<file path="src/rtl/oclib_pkg.sv">
// Shared encodings for the license manager: license modes, FSM states,
// plaintext layout and the XXTEA mixing function.
package oclib_pkg;

  localparam logic [31:0] XXTEA_DELTA  = 32'h9e3779b9;
  // Initial decrypt sum for a two-word block: 32 rounds * DELTA.
  localparam logic [31:0] XXTEA_SUM0   = 32'hc6ef3720;
  localparam logic [31:0] MAGIC_SERIAL = 32'h12345678;

  typedef enum logic [1:0] {
    MODE_PERM    = 2'b00,
    MODE_TIMED   = 2'b01,
    MODE_REVOKE  = 2'b10,
    MODE_INVALID = 2'b11
  } lic_mode_e;

  typedef enum logic [1:0] {
    ST_IDLE,
    ST_DECRYPT,
    ST_CHECK,
    ST_LOCKOUT
  } lic_state_e;

  typedef struct packed {
    logic [23:0] id;
    lic_mode_e   mode;
    logic [1:0]  rsvd;
    logic [3:0]  feature;
    logic [31:0] serial;
  } license_t;

  function automatic logic [31:0] xxtea_mx(input logic [31:0] z, input logic [31:0] y,
                                           input logic [31:0] sum, input logic [31:0] k);
    return (((z >> 5) ^ (y << 2)) + ((y >> 3) ^ (z << 4))) ^ ((sum ^ y) + (k ^ z));
  endfunction

endpackage

</file>
<file path="src/rtl/oclib_xxtea.sv">
// Iterative XXTEA decryptor for one 64-bit block (v0 = block[31:0]),
// one full round per clock, 32 rounds.
module oclib_xxtea
  import oclib_pkg::*;
#(
  parameter logic [127:0] Key = 128'h44444444_33333333_22222222_11111111
) (
  input  logic        clock,
  input  logic        reset,
  input  logic        start_i,
  input  logic [63:0] block_i,
  output logic        done_o,
  output logic [63:0] block_o
);

  logic        run_q, done_q;
  logic [4:0]  round_q;
  logic [31:0] sum_q, v0_q, v1_q, v0_d, v1_d;

  function automatic logic [31:0] kw(input logic [1:0] idx);
    return Key[{idx, 5'd0} +: 32];
  endfunction

  always_comb begin
    v1_d = v1_q - xxtea_mx(v0_q, v0_q, sum_q, kw(2'b01 ^ sum_q[3:2]));
    v0_d = v0_q - xxtea_mx(v1_d, v1_d, sum_q, kw(sum_q[3:2]));
  end

  always_ff @(posedge clock or posedge reset) begin
    if (reset) begin
      run_q   <= 1'b0;
      done_q  <= 1'b0;
      round_q <= '0;
      sum_q   <= '0;
      v0_q    <= '0;
      v1_q    <= '0;
    end else begin
      done_q <= 1'b0;
      if (start_i) begin
        v0_q    <= block_i[31:0];
        v1_q    <= block_i[63:32];
        sum_q   <= XXTEA_SUM0;
        round_q <= 5'd31;
        run_q   <= 1'b1;
      end else if (run_q) begin
        v0_q  <= v0_d;
        v1_q  <= v1_d;
        sum_q <= sum_q - XXTEA_DELTA;
        if (round_q == 5'd0) begin
          run_q  <= 1'b0;
          done_q <= 1'b1;
        end else begin
          round_q <= round_q - 5'd1;
        end
      end
    end
  end

  assign done_o  = done_q;
  assign block_o = {v1_q, v0_q};

endmodule

</file>
<file path="src/rtl/oc_license_manager.sv">
// License manager: decrypts a license blob, validates it against this device
// and bitstream, and grants permanent or timed feature unlocks with lockout.
module oc_license_manager
  import oclib_pkg::*;
#(
  parameter int unsigned    ClockHz            = 100_000_000,
  parameter logic [31:0]    BitstreamID        = 32'h89abcdef,
  parameter logic [127:0]   BitstreamKey       = 128'h44444444_33333333_22222222_11111111,
  parameter int             NumFeatures        = 4,
  parameter bit             EnableSkeletonKey  = 1'b0,
  parameter bit             EnableTimedLicense = 1'b0,
  parameter int unsigned    TimedSeconds       = 3600,
  parameter int             MaxFailures        = 4,
  parameter int unsigned    LockoutCycles      = 1_000_000
) (
  input  logic                   clock,
  input  logic                   reset,
  input  logic [31:0]            serial,
  input  logic                   go,
  input  logic [63:0]            ciphertext,
  output logic                   busy,
  output logic                   done,
  output logic                   accepted,
  output logic                   rejected,
  output logic [NumFeatures-1:0] featureUnlocked,
  output logic                   lockedOut,
  output logic [7:0]             failCount
);

  localparam longint unsigned TimedTicks = 64'(TimedSeconds) * 64'(ClockHz);
  localparam int TW = (TimedTicks > 1) ? $clog2(TimedTicks) : 1;
  localparam int LW = (LockoutCycles > 1) ? $clog2(LockoutCycles + 1) : 1;

  lic_state_e state_q, state_d;
  logic [63:0] ct_q, xt_block;
  logic        start_q, xt_done;
  license_t    pt_q;
  logic [NumFeatures-1:0]         perm_q, fu_q;
  logic [NumFeatures-1:0][TW-1:0] timer_q;
  logic [7:0]    fail_q, fail_inc;
  logic [LW-1:0] lock_q;
  logic done_q, acc_q, rej_q, lic_ok, to_lockout;

  oclib_xxtea #(.Key(BitstreamKey)) u_xxtea (
    .clock   (clock),
    .reset   (reset),
    .start_i (start_q),
    .block_i (ct_q),
    .done_o  (xt_done),
    .block_o (xt_block)
  );

  always_comb begin
    lic_ok = (pt_q.id == BitstreamID[31:8]) && (pt_q.rsvd == 2'b00) &&
             ({28'd0, pt_q.feature} < 32'(NumFeatures)) && (pt_q.mode != MODE_INVALID) &&
             ((pt_q.mode != MODE_TIMED) || EnableTimedLicense) &&
             ((pt_q.serial == serial) || (EnableSkeletonKey && pt_q.serial == MAGIC_SERIAL));
    fail_inc   = (fail_q >= 8'(MaxFailures)) ? fail_q : fail_q + 8'd1;
    to_lockout = !lic_ok && (fail_inc >= 8'(MaxFailures));
  end

  always_ff @(posedge clock or posedge reset) begin
    if (reset) state_q <= ST_IDLE;
    else       state_q <= state_d;
  end

  always_comb begin
    state_d = state_q;
    case (state_q)
      ST_IDLE:    if (go) state_d = ST_DECRYPT;
      ST_DECRYPT: if (xt_done) state_d = ST_CHECK;
      ST_CHECK:   state_d = to_lockout ? ST_LOCKOUT : ST_IDLE;
      ST_LOCKOUT: if (lock_q == '0) state_d = ST_IDLE;
      default:    state_d = ST_IDLE;
    endcase
  end

  always_comb begin
    busy      = (state_q != ST_IDLE);
    lockedOut = (state_q == ST_LOCKOUT);
  end

  always_ff @(posedge clock or posedge reset) begin
    if (reset) begin
      ct_q    <= '0;
      start_q <= 1'b0;
      pt_q    <= '0;
      perm_q  <= '0;
      timer_q <= '0;
      fu_q    <= '0;
      fail_q  <= '0;
      lock_q  <= '0;
      done_q  <= 1'b0;
      acc_q   <= 1'b0;
      rej_q   <= 1'b0;
    end else begin
      start_q <= 1'b0;
      done_q  <= 1'b0;
      acc_q   <= 1'b0;
      rej_q   <= 1'b0;
      if (state_q == ST_IDLE && go) begin
        ct_q    <= ciphertext;
        start_q <= 1'b1;
      end
      if (state_q == ST_DECRYPT && xt_done) pt_q <= license_t'(xt_block);
      if (state_q == ST_CHECK) begin
        done_q <= 1'b1;
        acc_q  <= lic_ok;
        rej_q  <= !lic_ok;
        fail_q <= lic_ok ? 8'd0 : fail_inc;
        if (to_lockout) lock_q <= LW'(LockoutCycles - 1);
      end
      if (state_q == ST_LOCKOUT) begin
        if (lock_q == '0) fail_q <= 8'd0;
        else              lock_q <= lock_q - 1'b1;
      end
      // A license hit on a feature overrides that cycle's timer decrement.
      for (int i = 0; i < NumFeatures; i++) begin
        if (timer_q[i] != '0) timer_q[i] <= timer_q[i] - 1'b1;
        if (state_q == ST_CHECK && lic_ok && pt_q.feature == 4'(i)) begin
          case (pt_q.mode)
            MODE_PERM:   perm_q[i] <= 1'b1;
            MODE_TIMED:  timer_q[i] <= TW'(TimedTicks - 1);
            MODE_REVOKE: begin
              perm_q[i]  <= 1'b0;
              timer_q[i] <= '0;
            end
            default: ;
          endcase
        end
        fu_q[i] <= perm_q[i] | (timer_q[i] != '0);
      end
    end
  end

  assign done            = done_q;
  assign accepted        = acc_q;
  assign rejected        = rej_q;
  assign featureUnlocked = fu_q;
  assign failCount       = fail_q;

endmodule
</file>
<file path="config.mk">
export PLATFORM = sky130hd
export DESIGN_NAME = oc_license_manager
export DESIGN_NICKNAME = d
export VERILOG_FILES = /design/src/rtl/oclib_pkg.sv /design/src/rtl/oclib_xxtea.sv /design/src/rtl/oc_license_manager.sv
export SDC_FILE = /design/constraint.sdc
export NUM_CORES = 1
export LEC_CHECK = 0
export ABC_AREA = 1
export CORE_ASPECT_RATIO = 1.1
export CORE_UTILIZATION = 65
export CTS_BUF_LIST = sky130_fd_sc_hd__clkbuf_8
export DETAILED_ROUTE_END_ITERATION = 16
export PLACE_DENSITY = 0.92
export REMOVE_ABC_BUFFERS = 1
export SYNTH_ARGS = -nofsm -noshare
export SYNTH_HDL_FRONTEND = slang
export SYNTH_SLANG_ARGS = --single-unit
</file>
<file path="constraint.sdc">
create_clock -name clock -period 18 [get_ports clock]
set_clock_uncertainty 0.1 [all_clocks]
set_input_delay 2.7 -clock clock [delete_from_list [all_inputs] [get_ports clock]]
set_output_delay 2.7 -clock clock [all_outputs]
set_load 0.05 [all_outputs]
</file>
-- Word level (Yosys, flattened, before mapping)
Index checks and enable logic that the tools add are counted.
- reductions and logical operators: 33
- add/subtract/negate cells: 14
- shift operators: 2
- equality and inequality tests: 16
- $lt $le $gt $ge: 3
- bitwise logic cells: 15
- multiplexer cells: 46
- operators with widths (operator ; count):
    $mux W39 ; 8
    $pmux W39 S2 ; 4
    $shiftx A128 B8 Y32 const A ; 2
    $mux W32 ; 6
    $xor A32 B32 Y32 ; 6
    $reduce_bool A39 Y1 ; 4
    $sub A39 B1 Y39 const B ; 4
    $add A32 B32 Y32 ; 4
    $mux W20 ; 4
    $sub A32 B32 Y32 ; 2
    $xor A27 B32 Y32 ; 2
    $xor A29 B32 Y32 ; 2
    $mux W8 ; 5
    $eq A32 B32 Y1 ; 1
    $sub A32 B32 Y32 const B ; 1
    $eq A24 B24 Y1 const B ; 1
    $logic_not A20 Y1 ; 1
    $sub A20 B1 Y20 const B ; 1
    $ge A8 B3 Y1 const B ; 2
    $mux W5 ; 3
    $logic_and A1 B1 Y1 ; 13
    $mux W1 ; 10
    $reduce_and A2 Y1 ; 5
    $add A8 B1 Y8 const B ; 1
    other kinds (19) ; 37
- input bits: 99
- bits in registers: 429
- output and inout bits: 17

-- Longest topological paths before layout
- depth in word-level cells: 12
- mapped depth: 60
- depth with buffers taken out: 58

-- By module
Synthesis repeated with hierarchy kept, for this count alone.
- cells, all modules: 5165
- area, all modules: 34738.3 µm²
- modules (own cells, without submodules) (module ; area each (µm²) ; seq. area each (µm²) ; instances ; cells an instance):
    oclib_xxtea ; 17465.5 ; 2577.5 ; 1 ; 2806
    oc_license_manager ; 17272.8 ; 8157.8 ; 1 ; 2359

-- Worst setup path after synthesis
No wires, ideal clock.
- path kind: register to register
- start: reg u_xxtea.sum_q[2]
- end: reg u_xxtea.v0_q[27]
- period minus slack after synthesis: 8420 ps
- path buffers: 3
- library setup time: 121 ps
- data required time: 17779 ps
- arrival time: 8198 ps
- setup slack: 9580 ps
- stages on the path, launching flop included: 51
- cells stage by stage: dfrtp_1 buf_1 inv_1 ha_1 clkbuf_1 clkbuf_1 xnor2_1 ha_1 nand2_1 nor3b_1 nand2_1 nand2_1 nand3b_1 nand2_1 xor2_1 xor2_1 ha_1 nand2_1 [15 not listed] xor2_1 xor2_1 inv_1 ha_1 nand3_1 o221ai_1 a21oi_1 o21ai_0 nand3_1 nand2_1 nand2_1 nand2_1 inv_1 o21ai_0 a21o_1 nand2_1 nand3_1 nand2_1
- cells in the longest elaborated chain, start to end: 12
- elaborated cells between the ends (all ways): 18
- those cells by class: add/sub (5); shift (2); mux (2); bitwise (9)
- RTL lines (item ; line ; source):
    start, declared ; oclib_xxtea.sv:18 ; logic [31:0] sum_q, v0_q, v1_q, v0_d, v1_d;
    start signal, assigned ; oclib_xxtea.sv:48 ; sum_q <= sum_q - XXTEA_DELTA;
    $not A1 Y1 (no source line) ; n/a ;
    $shiftx A128 B8 Y32 ; oclib_xxtea.sv:21 ; return Key[{idx, 5'd0} +: 32];
    $xor A32 B32 Y32 ; oclib_pkg.sv:34 ; return (((z >> 5) ^ (y << 2)) + ((y >> 3) ^ (z << 4))) ^ ((sum ^ y) + (k ^ z));
    $add A32 B32 Y32 ; oclib_pkg.sv:34 ;
    $xor A32 B32 Y32 ; oclib_pkg.sv:34 ;
    $sub A32 B32 Y32 ; oclib_xxtea.sv:25 ; v1_d = v1_q - xxtea_mx(v0_q, v0_q, sum_q, kw(2'b01 ^ sum_q[3:2]));
    $xor A27 B32 Y32, or another cell as far along ; oclib_pkg.sv:34 ;
    $add A32 B32 Y32 ; oclib_pkg.sv:34 ;
    $xor A32 B32 Y32 * ; oclib_pkg.sv:34 ;
    $sub A32 B32 Y32 * ; oclib_xxtea.sv:26 ; v0_d = v0_q - xxtea_mx(v1_d, v1_d, sum_q, kw(sum_q[3:2]));
    $mux W32 * ; oclib_xxtea.sv:45 ; end else if (run_q) begin
    $mux W32 * ; oclib_xxtea.sv:39 ; if (start_i) begin
    end signal, assigned ; oclib_xxtea.sv:40 ; v0_q <= block_i[31:0];
    end signal, assigned ; oclib_xxtea.sv:46 ; v0_q <= v0_d;
    end, declared ; oclib_xxtea.sv:18 ;
Every way passes the cells marked *; elsewhere a longest branch is shown, timed or not. The select of a mux whose other input is x is not followed.
A chain may end at the register's enable or synchronous reset.

-- Worst setup path in the final report
Same ends and word-level chain as after synthesis.

==> results <==
- Final hold analysis gives a worst-case slack of roughly 0.37 ns.
- The run finished with clean final reports.
- The fraction of layout instances using a drive strength above 1 is 0.0705.
- After layout, the worst setup slack is about 7.8 ns.
- Setup repair after global routing left no endpoint under its margin.
- The number of buffers created by CTS is 75.
- The routed via count divided by cell count is 5.82.
- Hold repair after CTS inserted 0 buffers.
- After clock tree synthesis, the clock-pin slew on the worst setup and hold paths is 0.06 ns.
- After floorplanning, the core was sized to cover roughly 53000 um^2.
- In this run, the number of DRC markers left after iteration 0 of detailed routing was 3172.
- The tool flagged a number of max-cap violations equal to 0.
- Synthesis produced a netlist whose cell count is approximately 5000.
- At the pin with the least slew margin, the transition time is approximately 1.2 ns.
- The HPWL after detailed placement is slightly above 80000 um.
- The residual overflow from global routing is 0.
- Counting stages on the worst path, the most repeated cell is nand2_1.
- In this run the core area contains 88 standard-cell rows.
- The floorplan step set the die width to around 220 um.
- The detailed-route wire length is around 110000 um.
- In the global route stage, overall resource usage came out at 0.393.
- The final non-filler cell total is 5809.
- The max-slew violation count is 0.
- The data required time of the critical path is about 19 ns.
- The final clock period utilization by the worst path is 0.565.
- TritonCTS built the clock tree.
- For this run, the slowest stage of the critical path takes 0.87 ns.
- The slowest stage cell on the critical path is dfrtp_1.
- about 120 I/O pins were placed.
- Port buffering added roughly 120 buffers.
- The insertion delay of the later-clocked pin in the worst-skew pair is 0.71 ns.
- The arrival time of the worst setup path is around 11 ns.
- The H-tree depth is 3.
- The most used flip-flop cell after synthesis is dfrtp_1.
- The total via count in the routed design is roughly 34000.
- Setup violations remaining at the end of the flow were counted as 0.
- The pin count of the biggest net entering global routing is 108.
- Fill cells in the final layout number 4202.
- The number of distinct library cell variants in the gate-level netlist after synthesis is 70.
- The mean post-synth cell area is 6.97 um^2.
- In this run the vertical extent of the chip is 244 um.
- The critical path in this run is classified as flop to flop.
- The tree built by TritonCTS fans out to 429 sinks.
- The proportion of register bits with asynchronous set or reset after synthesis is 1.00.
- The path type of the worst min-delay path is flop to flop.
- In the layout the commonest cells are 1180 x nand2_1, 772 x inv_1, 499 x nor2_1, 428 x dfrtp_1, 289 x a21oi_1.
- STA classifies the critical path startpoint as a flop.
- The most common library cell in the layout ignoring fill and taps is nand2_1.
- After clock tree synthesis, the repair step resized 0 gates.
- The peak fanout along the critical path is 17.
- Timing analysis after detailed placement gives a worst setup slack of 8.09 ns.
- The residual antenna-violating net count after detailed routing is 0.
- The total negative slack for setup checks is 0 ns.
- The hold violation total from the final report was 0.
- The initial utilization of the core area, before any placement, comes to 0.659.
- The initial antenna violation count is 3.
- The type of element capturing the critical path is a flop.
- In this run, synthesis inferred 0 flip-flops with an integrated enable.
- The via count of the first global-routing pass is 32900.
- The number of cells after detailed placement is ~5700.
- The count of yosys warnings during synthesis is 0.
- Compared with the post-synthesis result, the final layout area differs by 10.0%.
- The tree is rooted in a clkbuf_8.
- The buffer depth of the longest clock path is 3.
- Routability-driven placement finished with a final weighted congestion of between 0.9 and 1.
- The die covers approximately 54000 um^2.
- The number of nets in the finished design is roughly 5400.
- The worst path needs ~10 ns of the cycle, external delays included.
- The first-pass GRT wire length is between 150000 and 200000 um.
- The highest attainable clock frequency is 98.3 MHz.
- The sequential-to-total area share from yosys stat is 0.310.
- The relative slew slack is 0.231.
- The buffer count from post-CTS setup fixing is 0.
- The mapped cell area is 34600 um^2.
- For this run, the detailed router's first-pass iteration total came to 9.
- In the final routed layout, each cell accounts on average for roughly 18 um.
- In the routed design, unresolved DRC markers number 0.
- The flip-flop and latch count after synthesis is 429.
[cells by family (layout without fill, tap and decap cells)]
| family | after synthesis | after routing | share of synthesized area |
|---|---|---|---|
| mux | 14 | 14 | 0.00455 |
| flops | 429 | 429 | 0.310 |
| xor+xnor | 390 | 390 | 0.100 |
| fa+ha+maj | 199 | 199 | 0.0732 |
| simple gates | 2300 | 2300 | 0.292 |
| other cells | 0 | 1 | 0 |
| buf+inv | 884 | 1052 | 0.0963 |
| compound gates | 749 | 749 | 0.123 |
[cell usage after synthesis (4+ instances only)]
master	n	area, um^2
or2_2	32	200
nor2_2	18	113
dfrtp_1	429	10700
o31ai_1	9	67.6
nor2_4	12	135
a31oi_1	9	56.3
nand3_2	16	160
inv_1	756	2840
a21o_1	12	90.1
nand3b_1	14	105
o2111ai_1	4	35.0
buf_1	6	22.5
ha_1	193	2410
nand4_1	80	500
nand3_1	205	1030
o211ai_1	21	158
clkinv_1	6	22.5
nor3b_1	7	52.6
xnor2_1	117	1020
a22oi_1	35	263
nor4_1	39	244
inv_2	22	82.6
o21a_1	8	60.1
nor3_2	6	60.1
nor2_1	502	1880
mux2_2	14	158
nor3_1	94	470
a21oi_1	289	1450
o21ai_1	10	50.1
a21boi_0	8	60.1
nand2_2	61	382
o221ai_1	25	219
a21oi_2	6	52.6
clkbuf_1	89	334
o22ai_1	6	37.5
o21ai_0	266	1330
nand2_4	10	113
and2_1	5	31.3
xor2_1	268	2350
o21bai_1	19	143
nand2_1	1181	4430
fa_1	6	120
[metal layers]
layer | wire length (um) | global-route usage | share of wire
met5 | 13 | 0 | 0.00012
met4 | 5950 | 0.214 | 0.056
met3 | 8210 | 0.0634 | 0.077
met2 | 50900 | 0.667 | 0.48
met1 | 42000 | 0.478 | 0.39
[final cells by class]
class	count	area (um^2)	share of cell area
multi-input combinational	3652	20600	0.540
sequential	429	10700	0.282
inverter	784	2950	0.0775
timing repair buffer	136	1310	0.0344
clock buffer	88	1210	0.0318
tap	675	845	0.0222
clock inverter	44	452	0.0119
antenna	1	2.50	0.0000657
[sequential cells by signal (all words and copies together) (netlist names), 5 cells and up]
| name | flops |
|---|---|
| timer_q | 156 |
| u_xxtea.sum_q | 32 |
| ct_q | 64 |
| u_xxtea.v1_q | 32 |
| pt_q | 64 |
| lock_q | 20 |
| failCount | 8 |
| u_xxtea.v0_q | 32 |
| u_xxtea.round_q | 5 |
[worst paths after layout]
| path | start | end | slack, ns | depth (start not counted) |
|---|---|---|---|---|
| worst max-delay path | u_xxtea.sum_q[2]$_DFFE_PP0P_ | u_xxtea.v0_q[27]$_DFFE_PP0P_ | 7.83 | 48 |
| worst min-delay path | lock_q[12]$_DFF_PP0_ | lock_q[12]$_DFF_PP0_ | 0.37 | 1 |
| worst max register to register | u_xxtea.sum_q[2]$_DFFE_PP0P_ | u_xxtea.v0_q[27]$_DFFE_PP0P_ | 7.83 | 48 |
| worst min register to register | lock_q[12]$_DFF_PP0_ | lock_q[12]$_DFF_PP0_ | 0.37 | 1 |
| max in group asynchronous | reset | u_xxtea.v0_q[24]$_DFFE_PP0P_ | 13.11 | 4 |
| min in group asynchronous | reset | done$_DFF_PP0_ | 2.39 | 2 |
[critical path, delay by kind of cell, from the launching register on]
kind,cells,cell delay [ns]
AO/OA/AOI/OAI,9,2.43
AND/OR/NAND/NOR,19,2.16
XOR/XNOR,7,1.91
adder cells (fa/ha/maj),5,1.75
buffers and inverters,8,0.92
flip-flops,1,0.87
[metrics by stage]
step | area (um^2) | util
3_5_place_dp | 36400 | 0.693
5_1_grt | 38100 | 0.725
4_1_cts | 38100 | 0.725
2_1_floorplan | 34200 | -
6_report | 38100 | 0.725
3_3_place_gp | 36400 | 0.693
Power is not shown: default switching activity piles up to over one toggle a cycle in this logic, so the estimate is an artifact.
